## src/rtl/dmem_arb_pkg.sv

```systemverilog
// Shared types and default widths for the two-port data-memory arbiter.
package dmem_arb_pkg;

  localparam int unsigned DBITS_DEF        = 32;
  localparam int unsigned DMEMADDRBITS_DEF = 13;
  localparam int unsigned DMEMWORDBITS_DEF = 2;

  typedef enum logic [1:0] {
    ST_IDLE   = 2'd0,
    ST_ACCESS = 2'd1,
    ST_RDATA  = 2'd2
  } state_e;

  typedef logic port_id_t;

  localparam port_id_t PORT_A = 1'b0;
  localparam port_id_t PORT_B = 1'b1;

endpackage

```

## src/rtl/dmem_arb_pick.sv

```systemverilog
// Winner selection between port A and port B.
// DMEM_ARB_ROUND_ROBIN_EN selects round-robin; otherwise port A has fixed priority.
module dmem_arb_pick
  import dmem_arb_pkg::*;
(
  input  logic     a_req,
  input  logic     b_req,
  input  port_id_t last_id,
  output port_id_t win_id
);

`ifdef DMEM_ARB_ROUND_ROBIN_EN
  // On contention the port that was not granted last wins.
  always_comb begin
    win_id = PORT_B;
    if (a_req && b_req) begin
      win_id = (last_id == PORT_A) ? PORT_B : PORT_A;
    end else if (a_req) begin
      win_id = PORT_A;
    end
  end
`else
  logic unused_pick;
  assign unused_pick = last_id ^ b_req;

  always_comb begin
    win_id = a_req ? PORT_A : PORT_B;
  end
`endif

endmodule

```

## src/rtl/dmem_arbiter.sv

```systemverilog
// Two-port arbiter in front of a single-port synchronous data memory (1-cycle read).
// Arbitration mode set by DMEM_ARB_ROUND_ROBIN_EN (round-robin) or fixed A priority.
module dmem_arbiter
  import dmem_arb_pkg::*;
#(
  parameter int unsigned DBITS        = DBITS_DEF,
  parameter int unsigned DMEMADDRBITS = DMEMADDRBITS_DEF,
  parameter int unsigned DMEMWORDBITS = DMEMWORDBITS_DEF
) (
  input  logic                             clk,
  input  logic                             reset,
  input  logic                             a_req,
  input  logic                             a_we,
  input  logic [DBITS-1:0]                 a_addr,
  input  logic [DBITS-1:0]                 a_wdata,
  output logic                             a_gnt,
  output logic                             a_rvalid,
  output logic [DBITS-1:0]                 a_rdata,
  input  logic                             b_req,
  input  logic                             b_we,
  input  logic [DBITS-1:0]                 b_addr,
  input  logic [DBITS-1:0]                 b_wdata,
  output logic                             b_gnt,
  output logic                             b_rvalid,
  output logic [DBITS-1:0]                 b_rdata,
  output logic                             mem_we,
  output logic [DMEMADDRBITS-DMEMWORDBITS-1:0] mem_index,
  output logic [DBITS-1:0]                 mem_din,
  input  logic [DBITS-1:0]                 mem_dout
);

  localparam int unsigned IDXW = DMEMADDRBITS - DMEMWORDBITS;

  state_e               state_q, state_d;
  port_id_t             win_id;
  logic                 any_req;
  logic                 sel_we;
  logic [DBITS-1:0]     sel_addr;
  logic [DBITS-1:0]     sel_wdata;
  logic                 unused_addr_bits;

  port_id_t             id_q, id_d;
  port_id_t             last_id_q, last_id_d;
  logic                 we_q, we_d;
  logic                 a_gnt_q, a_gnt_d;
  logic                 b_gnt_q, b_gnt_d;
  logic                 a_rvalid_q, a_rvalid_d;
  logic                 b_rvalid_q, b_rvalid_d;
  logic                 mem_we_q, mem_we_d;
  logic [IDXW-1:0]      mem_index_q, mem_index_d;
  logic [DBITS-1:0]     mem_din_q, mem_din_d;
  logic [DBITS-1:0]     a_rdata_q, a_rdata_d;
  logic [DBITS-1:0]     b_rdata_q, b_rdata_d;

  assign any_req = a_req | b_req;

  dmem_arb_pick u_pick (
    .a_req   (a_req),
    .b_req   (b_req),
    .last_id (last_id_q),
    .win_id  (win_id)
  );

  assign sel_we    = (win_id == PORT_A) ? a_we    : b_we;
  assign sel_addr  = (win_id == PORT_A) ? a_addr  : b_addr;
  assign sel_wdata = (win_id == PORT_A) ? a_wdata : b_wdata;

  // Bits outside the word index are intentionally dropped (index wraps).
  assign unused_addr_bits = ^{sel_addr[DBITS-1:DMEMADDRBITS], sel_addr[DMEMWORDBITS-1:0]};

  always_ff @(posedge clk or negedge reset) begin
    if (!reset) begin
      state_q <= ST_IDLE;
    end else begin
      state_q <= state_d;
    end
  end

  always_comb begin
    state_d = state_q;
    case (state_q)
      ST_IDLE:   if (any_req) state_d = ST_ACCESS;
      ST_ACCESS: state_d = we_q ? ST_IDLE : ST_RDATA;
      ST_RDATA:  state_d = ST_IDLE;
      default:   state_d = ST_IDLE;
    endcase
  end

  // Memory-side outputs are registered at arbitration so they are valid throughout ACCESS.
  always_comb begin
    id_d        = id_q;
    last_id_d   = last_id_q;
    we_d        = we_q;
    mem_index_d = mem_index_q;
    mem_din_d   = mem_din_q;
    mem_we_d    = 1'b0;
    a_gnt_d     = 1'b0;
    b_gnt_d     = 1'b0;
    a_rvalid_d  = 1'b0;
    b_rvalid_d  = 1'b0;
    a_rdata_d   = a_rvalid_q ? mem_dout : a_rdata_q;
    b_rdata_d   = b_rvalid_q ? mem_dout : b_rdata_q;

    if (state_q == ST_IDLE && any_req) begin
      id_d        = win_id;
      last_id_d   = win_id;
      we_d        = sel_we;
      mem_we_d    = sel_we;
      mem_index_d = sel_addr[DMEMADDRBITS-1:DMEMWORDBITS];
      mem_din_d   = sel_wdata;
      a_gnt_d     = (win_id == PORT_A);
      b_gnt_d     = (win_id == PORT_B);
    end

    if (state_q == ST_ACCESS && !we_q) begin
      a_rvalid_d = (id_q == PORT_A);
      b_rvalid_d = (id_q == PORT_B);
    end
  end

  always_ff @(posedge clk or negedge reset) begin
    if (!reset) begin
      id_q        <= PORT_A;
      last_id_q   <= PORT_B;
      we_q        <= 1'b0;
      mem_we_q    <= 1'b0;
      mem_index_q <= '0;
      mem_din_q   <= '0;
      a_gnt_q     <= 1'b0;
      b_gnt_q     <= 1'b0;
      a_rvalid_q  <= 1'b0;
      b_rvalid_q  <= 1'b0;
      a_rdata_q   <= '0;
      b_rdata_q   <= '0;
    end else begin
      id_q        <= id_d;
      last_id_q   <= last_id_d;
      we_q        <= we_d;
      mem_we_q    <= mem_we_d;
      mem_index_q <= mem_index_d;
      mem_din_q   <= mem_din_d;
      a_gnt_q     <= a_gnt_d;
      b_gnt_q     <= b_gnt_d;
      a_rvalid_q  <= a_rvalid_d;
      b_rvalid_q  <= b_rvalid_d;
      a_rdata_q   <= a_rdata_d;
      b_rdata_q   <= b_rdata_d;
    end
  end

  assign a_gnt     = a_gnt_q;
  assign b_gnt     = b_gnt_q;
  assign a_rvalid  = a_rvalid_q;
  assign b_rvalid  = b_rvalid_q;
  assign mem_we    = mem_we_q;
  assign mem_index = mem_index_q;
  assign mem_din   = mem_din_q;

  // Memory data arrives in RDATA, so it passes straight through and is held afterwards.
  assign a_rdata = a_rvalid_q ? mem_dout : a_rdata_q;
  assign b_rdata = b_rvalid_q ? mem_dout : b_rdata_q;

endmodule

```

## config.mk

```make
export PLATFORM = sky130hd
export DESIGN_NAME = dmem_arbiter
export DESIGN_NICKNAME = d
export VERILOG_FILES = /design/src/rtl/dmem_arb_pkg.sv /design/src/rtl/dmem_arb_pick.sv /design/src/rtl/dmem_arbiter.sv
export SDC_FILE = /design/constraint.sdc
export NUM_CORES = 1
export LEC_CHECK = 0
export CORE_ASPECT_RATIO = 0.6
export CORE_MARGIN = 2
export CORE_UTILIZATION = 35
export DETAILED_ROUTE_END_ITERATION = 10
export PLACE_DENSITY = 0.71
export SETUP_SLACK_MARGIN = 0.4
export SYNTH_ARGS = -nofsm -noshare
export SYNTH_HDL_FRONTEND = slang
export SYNTH_HIERARCHICAL = 1
export SYNTH_SLANG_ARGS = --single-unit
```

## constraint.sdc

```tcl
create_clock -name clk -period 1.75 [get_ports clk]
set_clock_uncertainty 0.15 [all_clocks]
set_input_delay 0.2625 -clock clk [delete_from_list [all_inputs] [get_ports clk]]
set_output_delay 0.2625 -clock clk [all_outputs]
set_load 0.02 [all_outputs]
```

==> out/qor.yml, run 1 <==
gr_usage_total: 0.2106
post-route-min-period_ps: 2077
cts_tree: "done"
clock_path_buffers: 2
layout_commonest_cell: "sky130_fd_sc_hd__buf_6"
initial_core_util: 0.3583
layout.core_utilization: 0.7322
share_of_cells_above_drive_strength_1: 0.6242
report.final.hold_viol_count: 0
nets: 813
detail_route.wirelength_mm: 15.74
timing.fmax_mhz: 481.4
floorplan.die.width_um: 156.5
worstPathArrival_ps: 1660
ioPinCount: 278
critPathLaunchType: "flop"
core-area_um2: 13630
cp_data_required_time_ps: 1340
grt_setup_unrepaired: "true"
fillerInstances: 852
finalWeightedCongestion: 0.7417
site_row_count: 33
floorplan.die_area_um2: 14940
htree_levels: 4
violations_in_the_final_reports: "negative setup slack"
finalSetupViolCount: 65
hold_path_class: "in2async"
postSynthAreaPerCell_um2: 16.44
critPathKind: "reg2out"
cap_viol_max_count: 0
global_route_wire_length_before_repair_mm: 23.63
clk_latency_ps: 400
cts.root.buffer_cell: "sky130_fd_sc_hd__clkbuf_16"
max_slew_margin: 0.5460
route.detailed.drc: 0
final_cells: 835
grt_max_degree: 116
critPathCaptureType: "output port"
die_y_um: 95.49
detail-route-antenna-nets: 0
numClockSinks: 116
post-route-worst-setup-slack_ps: -327.4
layout.cells.most_common_list: "162 x sky130_fd_sc_hd__buf_6, 121 x sky130_fd_sc_hd__clkdlybuf4s50_1, 118 x sky130_fd_sc_hd__mux2_4, 112 x sky130_fd_sc_hd__dfrtp_1, 34 x sky130_fd_sc_hd__buf_4"
pre_cts_ws_ps: -315.3
cts.clk_slew.worst_paths_ps: 60
outcome: "finished with violations"
antennaDiodeCount: 0
p_leak_nw: 4.659
cts_buffers: 17
detailedPlacementHpwl_mm: 9.420
via_total_after_detailed_routing: 3857
drt_pass1_iterations: 4
cellPowerDensity_nw_per_um2: 2205
critical_path_peak_fanout: 5
initial_drc_count: 136
first_global_vias: 4264
routed_wire_length_per_instance_um: 18.85
synthesis.area_um2: 4882
grt_overflow_total: 0
final_worst_path_cycle_share: 1.187
pins_over_their_slew_limit: 0
yosys_warnings: 6
postSynthCellCount: 297
antenna_violations_before_repair: 0
worst-slew-pin-transition_ps: 681.0
syn_nets: 463
area_delta_synth_final_pct: 104.4
placed_cells_incl_taps: 716
total_power_w: 0.02200
io_buffer_count: 235
via_per_inst: 4.619
worst_ir_drop_vdd_uv: 932.4
-- metal layers --
| metal | vias up | part of all wire | track usage |
|---|---|---|---|
| li1 | 1763 | - | - |
| met1 | 1959 | 0.44 | 0.2745 |
| met2 | 129 | 0.49 | 0.3414 |
| met3 | 6 | 0.063 | 0.06500 |
| met4 | 0 | 0.0033 | 0.06193 |
| met5 | - | 0 | 0 |
-- repair_timing --
| item | 4_1_cts | 5_1_grt |
|---|---|---|
| cloned | 11 | 2 |
| pin swaps | 1 | 1 |
| setup endpoints to repair | 160 | 200 |
| hold buffers | 1 | 0 |
| buffers inserted | 45 | 28 |
| resized for setup | 729 | 45 |
| endpoints found under the hold margin | 116 | 0 |
-- flip-flops by register name, summed over array words and instances, names as in the netlist --
signal / flops
b_rvalid: 1
a_gnt: 1
mem_we: 1
b_rdata_q: 32
id_q: 1
b_gnt: 1
a_rdata_q: 32
mem_index: 11
state_q: 2
mem_din: 32
we_q: 1
a_rvalid: 1
-- critical path: stages (launching register included) --
cell	delay [ps]
sky130_fd_sc_hd__dfrtp_2	490
sky130_fd_sc_hd__buf_12	170
sky130_fd_sc_hd__clkbuf_16	150
sky130_fd_sc_hd__mux2_4	310
sky130_fd_sc_hd__buf_6	140
-- area by class of cell --
cell class / instances / area [um2] / share of cell area
timing repair buffer: 349 / 3978 / 0.3987
sequential: 116 / 2908 / 0.2914
multi-input combinational: 161 / 2236 / 0.2241
clock buffer: 22 / 474.2 / 0.04753
tap: 175 / 219.0 / 0.02195
clock inverter: 10 / 152.6 / 0.01530
inverter: 2 / 10.01 / 0.001003
-- where the power goes --
group	switching (W)	internal, W	total [W]	leakage (nW)
Sequential	0.000727	0.00407	0.00480	1.37
Clock	0.00121	0.00248	0.00369	0.310
Combinational	0.00522	0.00830	0.0135	2.98
Total	0.00715	0.0149	0.0220	4.66
-- path summary, 6_finish.rpt --
check,from,to,slack [ps],cells after the start
setup / recovery,b_rvalid,b_rdata[26],-330,4
hold / removal,reset,mem_din[3],30,2
setup reg to reg,b_rvalid,b_rdata_q[26],110,5
hold reg to reg,id_q,a_rvalid,290,1
max in group asynchronous,reset,state_q[1],550,3
min in group clk,id_q,a_rvalid,290,1
-- metrics by stage --
stage	cell area (um2)	TNS, ps	hold WS, ps
finish	9977	-15950	32.44
global route	9977	-18700	15.62
CTS	9549	-16210	12.74
detailed placement	7884	-23970	-94.22
global placement	7884	-20500	-96.42
floorplan	5209	0	-183.1
No activity file was read; power rests on OpenSTA's default activity.
==> run 2, diff against run 1 <==
--- a/config.mk
+++ b/config.mk
@@ -6,7 +6,7 @@
 export NUM_CORES = 1
 export LEC_CHECK = 0
 export CORE_ASPECT_RATIO = 0.6
-export CORE_MARGIN = 2
+export CORE_MARGIN = 4
 export CORE_UTILIZATION = 35
 export DETAILED_ROUTE_END_ITERATION = 10
 export PLACE_DENSITY = 0.71
==> out/qor.yml, run 2 (synthesis gave the netlist of run 1 again) <==
finalWeightedCongestion: 0.7673  # +3.5%
global_route_wire_length_before_repair_mm: 23.49  # -0.58%
floorplan.die_area_um2: 15960  # +6.9%
nets: 793  # -2.5%
cp_cell_sequence: "buf_12, buf_16, mux2_4, buf_6"
post-route-cell-area_um2: 9729  # -2.5%
layout_commonest_cell: "sky130_fd_sc_hd__buf_6"
io_buffer_count: 235  # unchanged
critPathLaunchType: "flop"
via_total_after_detailed_routing: 3748  # -2.8%
worst_ir_drop_vdd_uv: 1126  # +21%
post-route-worst-setup-slack_ps: -301.6  # +25.77 ps
placedInstanceArea_um2: 7923  # +0.49%
cts_buffers: 17  # unchanged
hold_path_class: "in2reg"
timing.fmax_mhz: 487.4  # +1.3%
htree_levels: 4  # unchanged
critPathKind: "reg2out"
initial_core_util: 0.3572  # -0.001083
floorplan.die.width_um: 160.5  # +2.6%
worstPathArrival_ps: 1640  # -20 ps
route.detailed.drc: 0  # unchanged
grt_max_degree: 41  # -65%
hold_depth: 4
antenna_violations_before_repair: 0  # unchanged
violations_in_the_final_reports: "negative setup slack"
initial_drc_count: 102  # -25%
finalSetupTns_ps: -15460  # +487.7 ps
via_per_inst: 4.505  # -2.5%
cts.root.buffer_cell: "sky130_fd_sc_hd__clkbuf_16"
max_slew_margin: 0.6865  # +0.1405
report.final.hold_viol_count: 0  # unchanged
cts.clk_slew.worst_paths_ps: 60  # about the same
area_delta_synth_final_pct: 99.28
antennaDiodeCount: 0  # unchanged
cap_viol_max_count: 0  # unchanged
core-area_um2: 13670  # +0.30%
p_leak_nw: 4.522  # -3.0%
detailedPlacementHpwl_mm: 9.925  # +5.4%
depth_of_the_critical_timing_path_with_buffers_and_inverters_included: 4  # unchanged
grt_overflow_total: 0  # unchanged
worst-slew-pin-transition_ps: 470.3  # -210.7 ps
detail-route-antenna-nets: 0  # unchanged
layout.cells.most_common_list: "152 x sky130_fd_sc_hd__buf_6, 120 x sky130_fd_sc_hd__clkdlybuf4s50_1, 118 x sky130_fd_sc_hd__mux2_4, 114 x sky130_fd_sc_hd__dfrtp_1, 28 x sky130_fd_sc_hd__mux2_2"
critPathBufInv: 3  # unchanged
detail_route.wirelength_mm: 15.60  # -0.87%
share_of_cells_above_drive_strength_1: 0.6063  # -0.01799
cp_data_required_time_ps: 1340  # about the same
first_global_vias: 4171  # -2.2%
grt_setup_unrepaired: "true"
post-route-min-period_ps: 2052  # -25.77 ps
ioPinCount: 278  # unchanged
clock_path_buffers: 2  # unchanged
gr_usage_total: 0.1895  # -0.02106
cellPowerDensity_nw_per_um2: 2145  # -2.7%
clk_latency_ps: 400  # about the same
die_y_um: 99.49  # +4.2%
pins_over_their_slew_limit: 0  # unchanged
routed_wire_length_per_instance_um: 18.75  # -0.51%
pre_cts_ws_ps: -275.1  # +40.24 ps
critPathCaptureType: "output port"
finalSetupViolCount: 65  # unchanged
critPathTopFamily: "flip-flops"
drt_pass1_iterations: 4  # unchanged
critPathMaxStageDelay_ps: 470  # -20 ps
critical_path_peak_fanout: 8  # +3
outcome: "finished with violations"
final_worst_path_cycle_share: 1.172  # -0.01472
cts_tree: "done"
critPathSlowestCell: "sky130_fd_sc_hd__dfrtp_2"
site_row_count: 33  # unchanged
numClockSinks: 116  # unchanged
worst-r2r-cell-count: 5  # unchanged
## run 2: final timing paths
| path | start | to | slack [ps] |
|---|---|---|---|
| setup / recovery | b_rvalid | b_rdata[26] | -300 |
| min in group asynchronous | reset | b_rdata_q[25] | 220 |
| setup reg to reg | state_q[0] | id_q | 150 |
| hold / removal | b_req | mem_we | 210 |
| hold reg to reg | id_q | a_rvalid | 300 |
| max in group asynchronous | reset | b_rdata_q[23] | 640 |
## run 2: timing repair
item / in CTS / in global routing
hold endpoints to repair: 29 / 0
gates cloned: 9 / 1
setup endpoints to repair: 165 / 188
setup buffers: 30 / 27
pin swaps: 1 / 2
resized for setup: 677 / 86
hold buffers: 1 / 0
## run 2: tightest hold or removal path, delay by kind of cell
kind	cells	cell delay [ps]
buffers and inverters	2	280
and+or+nand+nor	2	180
## run 2: report_power, final
group / leakage, nW / switching [W] / internal [W]
Clock: 0.274 / 0.00125 / 0.00210
Sequential: 1.37 / 0.000715 / 0.00406
Combinational: 2.87 / 0.00502 / 0.00772
Total: 4.52 / 0.00699 / 0.0139
## run 2: per-layer routing
metal / vias up / wire length [um] / track usage
li1: 1720 / - / -
met1: 1889 / 6954 / 0.2459
met2: 130 / 7360 / 0.3008
met3: 9 / 1169 / 0.07453
met4: 0 / 114 / 0.04759
met5: - / 0 / 0
## run 2: layout make-up
type                            instances  area [um2]
Clock buffer                           20       436.7
Clock inverter                         12       133.9
Fill cell                             873        3938
Inverter                                2       10.01
Multi-Input combinational cell        161        2236
Sequential cell                       116        2905
Tap cell                              192       240.2
Timing Repair Buffer                  329        3767
## run 2: metrics by stage
step	cells	hold WS, ps	utilization	power, W
floorplan	297	-183.1	-	0.009968
global placement	732	82.84	0.5797	0.01405
detailed placement	732	90.53	0.5797	0.01419
CTS	804	211.2	0.6751	0.01961
global route	832	220.3	0.7119	0.02179
finish	832	208.8	0.7119	0.02087
